## config.mk

```make
export PLATFORM = sky130hd
export DESIGN_NAME = fire_ctrl_multi_flat
export DESIGN_NICKNAME = d
export VERILOG_FILES = /design/src/rtl/fire_ctrl_multi_if.sv /design/src/rtl/fire_ctrl_multi.sv /design/src/flat_wrapper.sv
export SDC_FILE = /design/constraint.sdc
export NUM_CORES = 1
export LEC_CHECK = 0
export ABC_AREA = 1
export BUFFER_PORTS_ARGS = -buffer_cell sky130_fd_sc_hd__buf_2
export CORE_MARGIN = 1.5
export CORE_UTILIZATION = 45
export DETAILED_ROUTE_END_ITERATION = 8
export PLACE_DENSITY = 0.78
export SETUP_SLACK_MARGIN = 0.05
export SYNTH_ARGS = -nofsm -noshare
export SYNTH_HDL_FRONTEND = slang
export SYNTH_SLANG_ARGS = --single-unit
```

## constraint.sdc

```tcl
create_clock -name clk -period 1.6 [get_ports clk]
set_clock_uncertainty 0.15 [all_clocks]
set_input_delay 0.24 -clock clk [delete_from_list [all_inputs] [get_ports clk]]
set_output_delay 0.24 -clock clk [all_outputs]
set_load 0.005 [all_outputs]
```

## src/rtl/fire_ctrl_multi_if.sv

```systemverilog
// Fire controller bus: game/frame qualifiers, per-channel requests and
// bullet-death pulses in; per-channel fire pulses, cooldown flags and
// in-flight counts out.
//   enb, frame_tick       game running / frame tick (pixel 0, line 0)
//   btn, auto_mode        per-channel fire request and repeat mode
//   bullet_done           per-channel bullet-died pulse
//   fire, cooling         per-channel spawn pulse / in-cooldown flag
//   shots_live            3 bits per channel, channel i at [3i+2:3i]
interface fire_ctrl_multi_if #(
   parameter int N_CH = 4
) ();
   logic                enb;
   logic                frame_tick;
   logic [N_CH-1:0]     btn;
   logic [N_CH-1:0]     auto_mode;
   logic [N_CH-1:0]     bullet_done;
   logic [N_CH-1:0]     fire;
   logic [N_CH-1:0]     cooling;
   logic [3*N_CH-1:0]   shots_live;

   modport master (
      output enb, frame_tick, btn, auto_mode, bullet_done,
      input  fire, cooling, shots_live
   );

   modport slave (
      input  enb, frame_tick, btn, auto_mode, bullet_done,
      output fire, cooling, shots_live
   );
endinterface

```

## src/rtl/fire_ctrl_multi.sv

```systemverilog
// Multi-channel fire controller. Each channel fires a one-cycle pulse on a
// frame tick when requested, then cools down for CD_FRAMES ticks. Single-shot
// channels require a release after cooldown; auto channels repeat while held.
// In-flight bullets per channel are counted and capped at MAX_SHOTS.
//   clk, rst   system clock, synchronous active-high reset
//   bus        fire_ctrl_multi_if slave (see interface header)
//
// state | meaning
// IDLE  | ready; fires on a frame tick when requested, under the cap, granted
// COOL  | cooldown after a shot, cd counts frame ticks down to 0
// HOLD  | single-shot channel waiting for the button to be released
module fire_ctrl_multi #(
   parameter int N_CH         = 4,
   parameter int CD_W         = 6,
   parameter int CD_FRAMES    = 40,
   parameter int MAX_SHOTS    = 1,
   parameter int ONE_PER_TICK = 0
) (
   input  logic                clk,
   input  logic                rst,
   fire_ctrl_multi_if.slave    bus
);

   localparam logic [1:0] ST_IDLE = 2'd0;
   localparam logic [1:0] ST_COOL = 2'd1;
   localparam logic [1:0] ST_HOLD = 2'd2;

   localparam logic [CD_W-1:0] CD_LOAD  = CD_W'(CD_FRAMES - 1);
   localparam logic [2:0]      SHOT_CAP = 3'(MAX_SHOTS);

   logic [N_CH-1:0][1:0]      state_q, state_nxt;
   logic [N_CH-1:0][CD_W-1:0] cd_q, cd_nxt;
   logic [N_CH-1:0][2:0]      shots_q, shots_nxt;
   logic [N_CH-1:0]           fire_q, fire_nxt;
   logic [N_CH-1:0]           elig, grant, done_ok, cooling;
   logic                      upd;

   assign upd = bus.enb & bus.frame_tick;

   always_ff @(posedge clk) begin
      if (rst) begin
         state_q <= '0;
         cd_q    <= '0;
         shots_q <= '0;
         fire_q  <= '0;
      end else begin
         state_q <= state_nxt;
         cd_q    <= cd_nxt;
         shots_q <= shots_nxt;
         fire_q  <= fire_nxt;
      end
   end

   always_comb begin
      elig      = '0;
      done_ok   = '0;
      state_nxt = state_q;
      cd_nxt    = cd_q;
      shots_nxt = shots_q;
      fire_nxt  = '0;
      for (int i = 0; i < N_CH; i++) begin
         elig[i] = (state_q[i] == ST_IDLE) & bus.btn[i] & (shots_q[i] < SHOT_CAP);
      end
      // lowest set bit of elig when only one channel may fire per tick
      if (ONE_PER_TICK != 0) grant = elig & (~elig + N_CH'(1));
      else                   grant = elig;
      for (int i = 0; i < N_CH; i++) begin
         if (upd) begin
            case (state_q[i])
               ST_IDLE: begin
                  if (grant[i]) begin
                     fire_nxt[i]  = 1'b1;
                     cd_nxt[i]    = CD_LOAD;
                     state_nxt[i] = ST_COOL;
                  end
               end
               ST_COOL: begin
                  if (cd_q[i] != '0)          cd_nxt[i]    = cd_q[i] - CD_W'(1);
                  else if (bus.auto_mode[i]) state_nxt[i] = ST_IDLE;
                  else if (bus.btn[i])       state_nxt[i] = ST_HOLD;
                  else                       state_nxt[i] = ST_IDLE;
               end
               ST_HOLD: begin
                  if (!bus.btn[i]) state_nxt[i] = ST_IDLE;
               end
               default: state_nxt[i] = ST_IDLE;
            endcase
         end
         // a death with nothing in flight is dropped; spawn + death cancel
         done_ok[i] = bus.enb & bus.bullet_done[i] & (shots_q[i] != 3'd0);
         if (fire_nxt[i] & ~done_ok[i])      shots_nxt[i] = shots_q[i] + 3'd1;
         else if (done_ok[i] & ~fire_nxt[i]) shots_nxt[i] = shots_q[i] - 3'd1;
      end
   end

   always_comb begin
      cooling = '0;
      for (int i = 0; i < N_CH; i++) begin
         cooling[i] = (state_q[i] == ST_COOL);
      end
   end

   assign bus.fire       = fire_q;
   assign bus.cooling    = cooling;
   assign bus.shots_live = shots_q;

endmodule

```

## src/flat_wrapper.sv

```systemverilog
// flat-port wrapper written by rule: the top's interface ports become plain ports
module fire_ctrl_multi_flat 
#(
   parameter int N_CH         = 4,
   parameter int CD_W         = 6,
   parameter int CD_FRAMES    = 40,
   parameter int MAX_SHOTS    = 1,
   parameter int ONE_PER_TICK = 0
)
  (clk, rst, bus_enb, bus_frame_tick, bus_btn, bus_auto_mode, bus_bullet_done, bus_fire, bus_cooling, bus_shots_live);
  fire_ctrl_multi_if #(.N_CH(N_CH)) bus_i ();
  input  logic clk;
  input  logic rst;
  input wire logic [$bits(bus_i.enb)-1:0] bus_enb;
  input wire logic [$bits(bus_i.frame_tick)-1:0] bus_frame_tick;
  input wire logic [$bits(bus_i.btn)-1:0] bus_btn;
  input wire logic [$bits(bus_i.auto_mode)-1:0] bus_auto_mode;
  input wire logic [$bits(bus_i.bullet_done)-1:0] bus_bullet_done;
  output wire logic [$bits(bus_i.fire)-1:0] bus_fire;
  output wire logic [$bits(bus_i.cooling)-1:0] bus_cooling;
  output wire logic [$bits(bus_i.shots_live)-1:0] bus_shots_live;
  assign bus_i.enb = bus_enb;
  assign bus_i.frame_tick = bus_frame_tick;
  assign bus_i.btn = bus_btn;
  assign bus_i.auto_mode = bus_auto_mode;
  assign bus_i.bullet_done = bus_bullet_done;
  assign bus_fire = bus_i.fire;
  assign bus_cooling = bus_i.cooling;
  assign bus_shots_live = bus_i.shots_live;
  fire_ctrl_multi #(.N_CH(N_CH), .CD_W(CD_W), .CD_FRAMES(CD_FRAMES), .MAX_SHOTS(MAX_SHOTS), .ONE_PER_TICK(ONE_PER_TICK)) u_core (.clk(clk), .rst(rst), .bus(bus_i));
endmodule
```

Yosys cells after proc, flatten, opt, wreduce, memory -nomap -nowiden:

Cells that the tools add are included.

* register bits: 48
* input port bits: 16
* logic and storage cells: 170

* add/sub/neg operators: 12
* $lt $le $gt $ge: 4
* equality and inequality tests: 24
* multiplexer cells: 56
* bitwise logic cells: 33
* reduce and logical (&&, ||, !) cells: 28

Operator list (number)
* $mux 6: 8
* $pmux 6 s2: 4
* $mux 2: 20
* $reduce_and 4->1: 8
* $and 1x1->1: 25
* $mux 3: 8
* $pmux 2 s3: 4
* $reduce_bool 6->1: 4
* $sub 6x1->6 const B: 4
* $ne 2x1->1 const B: 8
* $ne 2x2->1 const B: 8
* $reduce_bool 2->1: 8
* $add 3x1->3 const B: 4
* $lt 3x1->1 const B: 4
* $mux 1: 12
* $reduce_bool 3->1: 4
* $sub 3x1->3 const B: 4
* $eq 2x1->1 const B: 4
* $eq 2x2->1 const B: 4
* $logic_not 2->1: 4
* $not 1->1: 8

Depth between registers and ports, before layout:

Gate-level depths: netlist of the first run.

* word-level depth: 10
* gate-level depth with buffers: 11

Worst setup path before layout of the first run:

OpenSTA, ideal clock, no wires.

* kind: register -> register
* start point: register u_core.shots_q (netlist bit u_core.bus.shots_live[0])
* end point: register u_core.shots_q (netlist bit u_core.bus.shots_live[2])
* setup time: 122 ps
* arrival: 1490 ps
* required time: 1328 ps
* setup slack: -162 ps
* stages on the path, launching flop included: 10
* path buffers: 0
* period minus slack after synthesis: 1762 ps
* cell sequence: dfxtp_1 -> inv_1 -> ha_1 -> nand2_1 -> nand3_1 -> ha_1 -> nor2_1 -> o21ai_0 -> o21ai_0 -> a21oi_1

* word-level cells in the longest chain between the ends: 8
* elaborated cells between the ends (all ways): 16
* those cells by class: add/sub (2); order compare (1); mux (5); bitwise (6); reduce/logical (2)

RTL lines
* start: declaration: line fire_ctrl_multi.sv:33 `logic [N_CH-1:0][2:0] shots_q, shots_nxt;`
* start signal: assignment: line fire_ctrl_multi.sv:49 `shots_q <= shots_nxt;`
* $lt 3x1->1: line fire_ctrl_multi.sv:62 `elig[i] = (state_q[i] == ST_IDLE) & bus.btn[i] & (shots_q[i] < SHOT_CAP);`
* $and 1x1->1: line fire_ctrl_multi.sv:62
* $mux 1: line fire_ctrl_multi.sv:71 `if (grant[i]) begin`
* $mux 1: line fire_ctrl_multi.sv:69 `case (state_q[i])`
* $mux 1: line fire_ctrl_multi.sv:68 `if (upd) begin`
* $not 1->1: line fire_ctrl_multi.sv:92 `else if (done_ok[i] & ~fire_nxt[i]) shots_nxt[i] = shots_q[i] - 3'd1;`
* $and 1x1->1: line fire_ctrl_multi.sv:92
* $reduce_bool 2->1 (no line)

Parallel ways exist; a longest one is shown, timed or not. The select of a mux whose other input is x is not followed.
A chain may end at the register's enable or synchronous reset.

Worst setup path in the final report of the first run:

* start point: register u_core.shots_q (netlist bit u_core.bus.shots_live[9])
* end point: register u_core.shots_q (netlist bit u_core.bus.shots_live[11])

Same word-level chain as after synthesis.

==> results.ini, run 1 <==
[synthesis]
postSynthAreaPerCell_sq_um=6.601
async_reset_ff_share_pct=0
synth_flop_cell=dfxtp_1
synth_cell_type_count=28
syn-num-nets=504
synth_edf_count=0
yosys_warnings=0
ys_seq_area_share_pct=31.37
ys_seq_elements=48
synthesis.area_sq_um=3063
synth_cells=464

[setup_path]
rrSetupSlack_ps=10
regToRegEndpoint=u_core.bus.shots_live[11]
slowest_delay_ps=400
start_kind=register
cp_common_cell=ha_4
reg2reg_depth=9
path_depth=9
crit_family=flip-flops
crit_type=register to register
cp_data_arrival_time_ps=1630
slowest_stage=dfxtp_4
worstPathMaxFanout=4
r2r_start=u_core.bus.shots_live[9]
worstPathCellList=inv_4 -> ha_4 -> nand2_2 -> nand3_2 -> ha_4 -> nor2_4 -> o21ai_2 -> o21ai_1 -> a21oi_1
worstPathRequired_ps=1640
crit_buf_inv=1
cp-end-kind=register

[sta]
clock.fmax_mhz=630.1
period_minus_slack_ps=1587
drv_slew=0
worstMarginPinSlew_ps=291.2
fin_crit_sh_pct=99.19
setup_viol=0
setup-tns-final_ps=0
rsz0062_at_grt=true
final_hold_viol_count=0
slew_headroom_pct=80.47
whs_ps=73.70

[drt]
routed_wl_mm=7.791
vias=3138
routedWlPerCell_um=12.41
viasPerCell=4.997
drc=3
firstDrtPassIters=6
final_antenna_net_count=0
drtIter0Drc=149

[worst_hold_path]
hold_class=primary input to register
min-delay-start=bus_auto_mode[0]
hold_depth=4
min_to=u_core.state_q[1]

[clock_network]
clockBufferDepth=2
clk_latency_ps=300
clk_pin_slew_worst_paths_ps=90
cts.sinks=48
cts-htree-levels=2
cts_tree=done
numCtsBuffers=5
cts_root_buf=clkbuf_8

[grt]
antenna_found_initial=0
grt_pass1_vias=2790
grt_max_degree=23
grt_pass1_wl_mm=12.15
track_usage_pct=20.17
grt_overflow_total=0

[placement]
dp_hpwl_mm=5.047
numPortBuffers=35
routabilityCongestion=0.8181
placed_area_sq_um=3626

[final_layout]
nets=590
area_delta_synth_final_pct=36.64
drive_gt1_share_pct=33.21
fin_util_pct=64.80
register_area_sq_um=999.7
multi_input_comb_area_sq_um=2127
n_antenna_cell=0
fillers=520
postLayoutCellArea_sq_um=4185

[die]
design.core.area_sq_um=6459
initial_core_util_pct=47.42
die_w_um=85.50
ioPinCount=36
rows=29
fp.dieH_um=85.50
die_area_sq_um=7310

[pwr]
cellPowerDensity_nw_per_um2=1149
leakagePower_uw=0.001956
ir_drop_mv=0.7235

[status]
status=finished, violations left
violations=design-rule violations

[flow_run]
max-cap-violations=0

## power by group
part	switching (uW)	internal (uW)	leakage, uW	total [uW]
clock	424	469	0.0000524	892
sequential	186	1400	0.000400	1580
combinational	1240	1100	0.00150	2330
## routing by layer
layer | global-route usage (%) | up-vias | wire [um]
met1 | 25.46 | 1425 | 3452
met4 | 6.012 | 0 | 127
li1 | - | 1627 | -
met5 | 0 | - | 0
met2 | 35.43 | 74 | 3918
met3 | 3.176 | 12 | 291
## registers in the layout (all words and copies together), names as in the netlist
signal,count
u_core.cd_q,24
u_core.bus.shots_live,12
u_core.state_q,8
u_core.bus.fire,4
## per-stage QoR
stage / instances / worst slack, ps / total power [uW]
global route: 628 / -53.83 / 5164
floorplan: 464 / 58.19 / 2822
global placement: 596 / 6.395 / 3251
detailed placement: 596 / -52.04 / 3321
CTS: 622 / 7.600 / 4479
finish: 628 / 12.96 / 4810
## final cells by class
type                       count  area share (%)
multi-input combinational    341           50.82
sequential                    48           23.89
clock buffer                   7           1.824
timing repair buffer          84           13.87
clock inverter                 1          0.7175
tap                           77           2.302
inverter                      70           6.577
## cells in the final DEF (no fill, tap or decap), types with 13 or more instances in the layout
cell	count
inv_1	51
buf_4	43
nor2_4	15
nor2_1	83
nand3_1	45
buf_2	34
nand2_1	85
ha_1	16
inv_2	13
dfxtp_1	33
a21oi_1	18
## timing repair
item                       CTS  global route
pin swaps                   21            17
resized for setup           29            53
setup buffers               18             7
setup endpoints to repair    9            34
hold buffers                 0             0
## cells by family after synthesis
family,Yosys count,synth area share [%]
and+or+nand+nor,266,38.73
buffers and inverters,75,10.09
DFF,48,31.37
AOI/OAI and AO/OA,41,7.149
adders and majority gates,24,9.804
xor gates and xnor gates,10,2.859
## synth_stat cells, types with 2 or more instances
| cell | number | share of area (%) |
|---|---|---|
| a21o_1 | 4 | 0.98 |
| a21oi_1 | 18 | 2.9 |
| clkbuf_1 | 2 | 0.25 |
| dfxtp_1 | 48 | 31 |
| ha_1 | 24 | 9.8 |
| inv_1 | 66 | 8.1 |
| inv_2 | 3 | 0.37 |
| nand2_1 | 91 | 11 |
| nand2_2 | 4 | 0.82 |
| nand2_4 | 2 | 0.74 |
| nand3_1 | 51 | 8.3 |
| nand3_2 | 4 | 1.3 |
| nand4_1 | 3 | 0.61 |
| nand4_2 | 2 | 0.82 |
| nand4_4 | 2 | 1.4 |
| nor2_1 | 103 | 13 |
| o21ai_0 | 18 | 2.9 |
| xnor2_1 | 4 | 1.1 |
| xor2_1 | 6 | 1.7 |
## worst reg2reg max path: stages (launching register included)
cell	delay (ps)
dfxtp_4	400
inv_4	40
ha_4	140
nand2_2	50
nand3_2	80
ha_4	240
nor2_4	110
o21ai_2	60
o21ai_1	130
a21oi_1	60
## worst max-delay path by stage
| stage | end | slack (ps) | startpoint |
|---|---|---|---|
| 4_1_cts | u_core.bus.shots_live[11] | 8 | u_core.bus.shots_live[10] |
| 3_5_place_dp | u_core.bus.shots_live[5] | -50 | u_core.bus.shots_live[4] |
| 5_1_grt | u_core.bus.shots_live[11] | -50 | u_core.bus.shots_live[9] |
| 2_1_floorplan | u_core.bus.shots_live[2] | 60 | u_core.bus.shots_live[0] |
| 6_report | u_core.bus.shots_live[11] | 10 | u_core.bus.shots_live[9] |
| 3_3_place_gp | u_core.bus.shots_live[5] | 6 | bus_enb |
Power figures use the tool's default switching activity.
==> run 2: changes to the inputs <==
CORE_UTILIZATION = 53   (was 45)
PLACE_DENSITY = 0.87   (was 0.78)
==> results.ini, run 2 (synthesis gave the netlist of run 1 again) <==
[grt]
grt_max_degree=28  ; +22%
antenna_found_initial=0  ; unchanged
grt_pass1_wl_mm=13.74  ; +13%
grt_pass1_vias=3148  ; +13%
track_usage_pct=27.67  ; +7.5 points
grt_overflow_total=0  ; unchanged

[clock_network]
clockBufferDepth=2  ; unchanged
cts-htree-levels=2  ; unchanged
numCtsBuffers=5  ; unchanged
clk_pin_slew_worst_paths_ps=90  ; about the same
clk_latency_ps=310  ; about the same
cts_root_buf=clkbuf_8
cts.sinks=48  ; unchanged
cts_tree=done

[pwr]
power_uw=5168  ; +7.5%
clockPowerShare_pct=21.3  ; +2.7 points
ir_drop_mv=0.8420  ; +16%
intPower_uw=3173  ; +7.1%
p_seq_share_pct=31.0  ; -1.9 points
power.switching_uw=1996  ; +8.1%
pwr-share-comb_pct=47.7  ; -0.8 points
sw_frac_of_total_pct=38.61  ; +0.22 points
leakagePower_uw=0.001960  ; +0.17%
cellPowerDensity_nw_per_um2=1234  ; +7.4%

[setup_path]
crit_end=bus_cooling[0]
regToRegEndpoint=u_core.bus.shots_live[9]
r2r_start=u_core.bus.shots_live[10]
slowest_delay_ps=380  ; -20 ps
cp_data_arrival_time_ps=1260  ; -370 ps
rrSetupSlack_ps=-30  ; -40 ps
crit_buf_inv=3  ; +2
cp-end-kind=primary output
reg2reg_depth=7  ; -2
crit_type=register to primary output
crit_family=flip-flops
crit_start=u_core.state_q[0]
start_kind=register
worstPathCellList=inv_1 -> nor2_2 -> buf_4 -> buf_2
path_depth=4  ; -5
slowest_stage=dfxtp_1
worstPathRequired_ps=1210  ; -430 ps
worstPathMaxFanout=4  ; unchanged

[sta]
final_hold_viol_count=0  ; unchanged
slew_headroom_pct=78.36  ; -2.1 points
drv_slew=0  ; unchanged
fin_ws_ps=-47.40  ; -60.35 ps
whs_ps=66.13  ; -7.572 ps
setup_viol=7  ; +7
clock.fmax_mhz=607.0  ; -3.7%
period_minus_slack_ps=1647  ; +60.35 ps
fin_crit_sh_pct=103.0  ; +3.8 points
worstMarginPinSlew_ps=324.6  ; +33.45 ps
rsz0062_at_grt=true

[die]
die_area_sq_um=6244  ; -15%
rows=27  ; -6.9%
initial_core_util_pct=55.28  ; +7.9 points
die_w_um=79.02  ; -7.6%
fp.dieH_um=79.02  ; -7.6%
design.core.area_sq_um=5540  ; -14%
ioPinCount=36  ; unchanged

[drt]
drtIter0Drc=243  ; +63%
drc=0  ; -3
routedWlPerCell_um=14.59  ; +18%
vias=3333  ; +6.2%
final_antenna_net_count=0  ; unchanged
firstDrtPassIters=5  ; -1
viasPerCell=5.402  ; +8.1%
routed_wl_mm=9.002  ; +16%

[final_layout]
largest_register_ffs=24  ; unchanged
drive_gt1_share_pct=34.31  ; +1.1 points
multi_input_comb_area_sq_um=2143  ; +0.76%
fillers=379  ; -27%
most-common-layout-cells=nand2_1 (85), nor2_1 (84), inv_1 (50)
nets=584  ; -1.0%
area_delta_synth_final_pct=36.76  ; about the same
layout_commonest_cell=nand2_1
n_antenna_cell=0  ; unchanged
postLayoutCellArea_sq_um=4189  ; about the same
register_area_sq_um=998.5  ; -0.13%
regMostFlops=u_core.cd_q

[placement]
routabilityCongestion=0.9080  ; +11%
dp_hpwl_mm=5.353  ; +6.1%
placed_area_sq_um=3585  ; -1.1%
numPortBuffers=35  ; unchanged

[flow_run]
max-cap-violations=0  ; unchanged

[status]
status=finished, violations left
violations=negative setup slack

[worst_hold_path]
hold_class=primary input to register

==> run 2: cell count changes in the layout (fill, tap and decap cells not counted), sizes merged <==
cell | before | now
buf | 84 | 78
==> run 2: worst min-delay path by stage <==
stage	from	to	slack (ps)	depth (start not counted)
final	bus_auto_mode[0]	u_core.state_q[1]	70	4
after global routing	bus_auto_mode[0]	u_core.state_q[1]	130	4
after CTS	bus_auto_mode[0]	u_core.state_q[1]	60	4
after detailed placement	u_core.cd_q[0]	u_core.cd_q[0]	330	2
after global placement	u_core.cd_q[0]	u_core.cd_q[0]	320	2
after floorplan	rst	u_core.bus.shots_live[1]	240	3
==> run 2: timing repair <==
action,in CTS,in global routing
hold buffers,0,0
buffers inserted,13,9
resized for setup,37,55
endpoints found under the setup margin,14,39
pin swaps,20,21
==> run 2: power by group through the flow <==
stage	clock (uW)	sequential [uW]	combinational [uW]
after floorplan	0	1580	1240
after global placement	0	1570	1660
after detailed placement	0	1580	1780
after CTS	1110	1560	2060
after global routing	1150	1620	2670
final	1100	1600	2460
==> run 2: layer usage <==
metal / track usage [%] / routed length, um
met5: 0 / 0
met4: 11.93 / 395
met3: 3.448 / 608
met2: 52.14 / 4623
met1: 30.85 / 3375
==> run 2: metrics by stage <==
stage | setup TNS [ps] | instances | worst slack (ps) | util (%)
after floorplan | 0 | 464 | 58.19 | -
after global placement | 0 | 588 | 16.41 | 64.70
after detailed placement | -179.7 | 588 | -67.51 | 64.70
after CTS | 0 | 609 | 11.88 | 71.00
after global routing | -937.5 | 617 | -120.7 | 75.61
final | -157.8 | 617 | -47.40 | 75.61
==> run 2: worst register-to-register path, delay by kind of cell (launching register included) <==
| kind | cells | cell delay, ps |
|---|---|---|
| flops | 1 | 400 |
| compound gates | 2 | 330 |
| buf+inv | 1 | 50 |
| simple gates | 2 | 150 |
| fa+ha+maj | 2 | 470 |
==> run 2: cell type report <==
type	count	area share, %
Multi-Input combinational cell	341	51.16
Sequential cell	48	23.84
Timing Repair Buffer	78	12.60
Inverter	70	6.691
Clock buffer	7	2.838
Tap cell	72	2.151
Clock inverter	1	0.7168
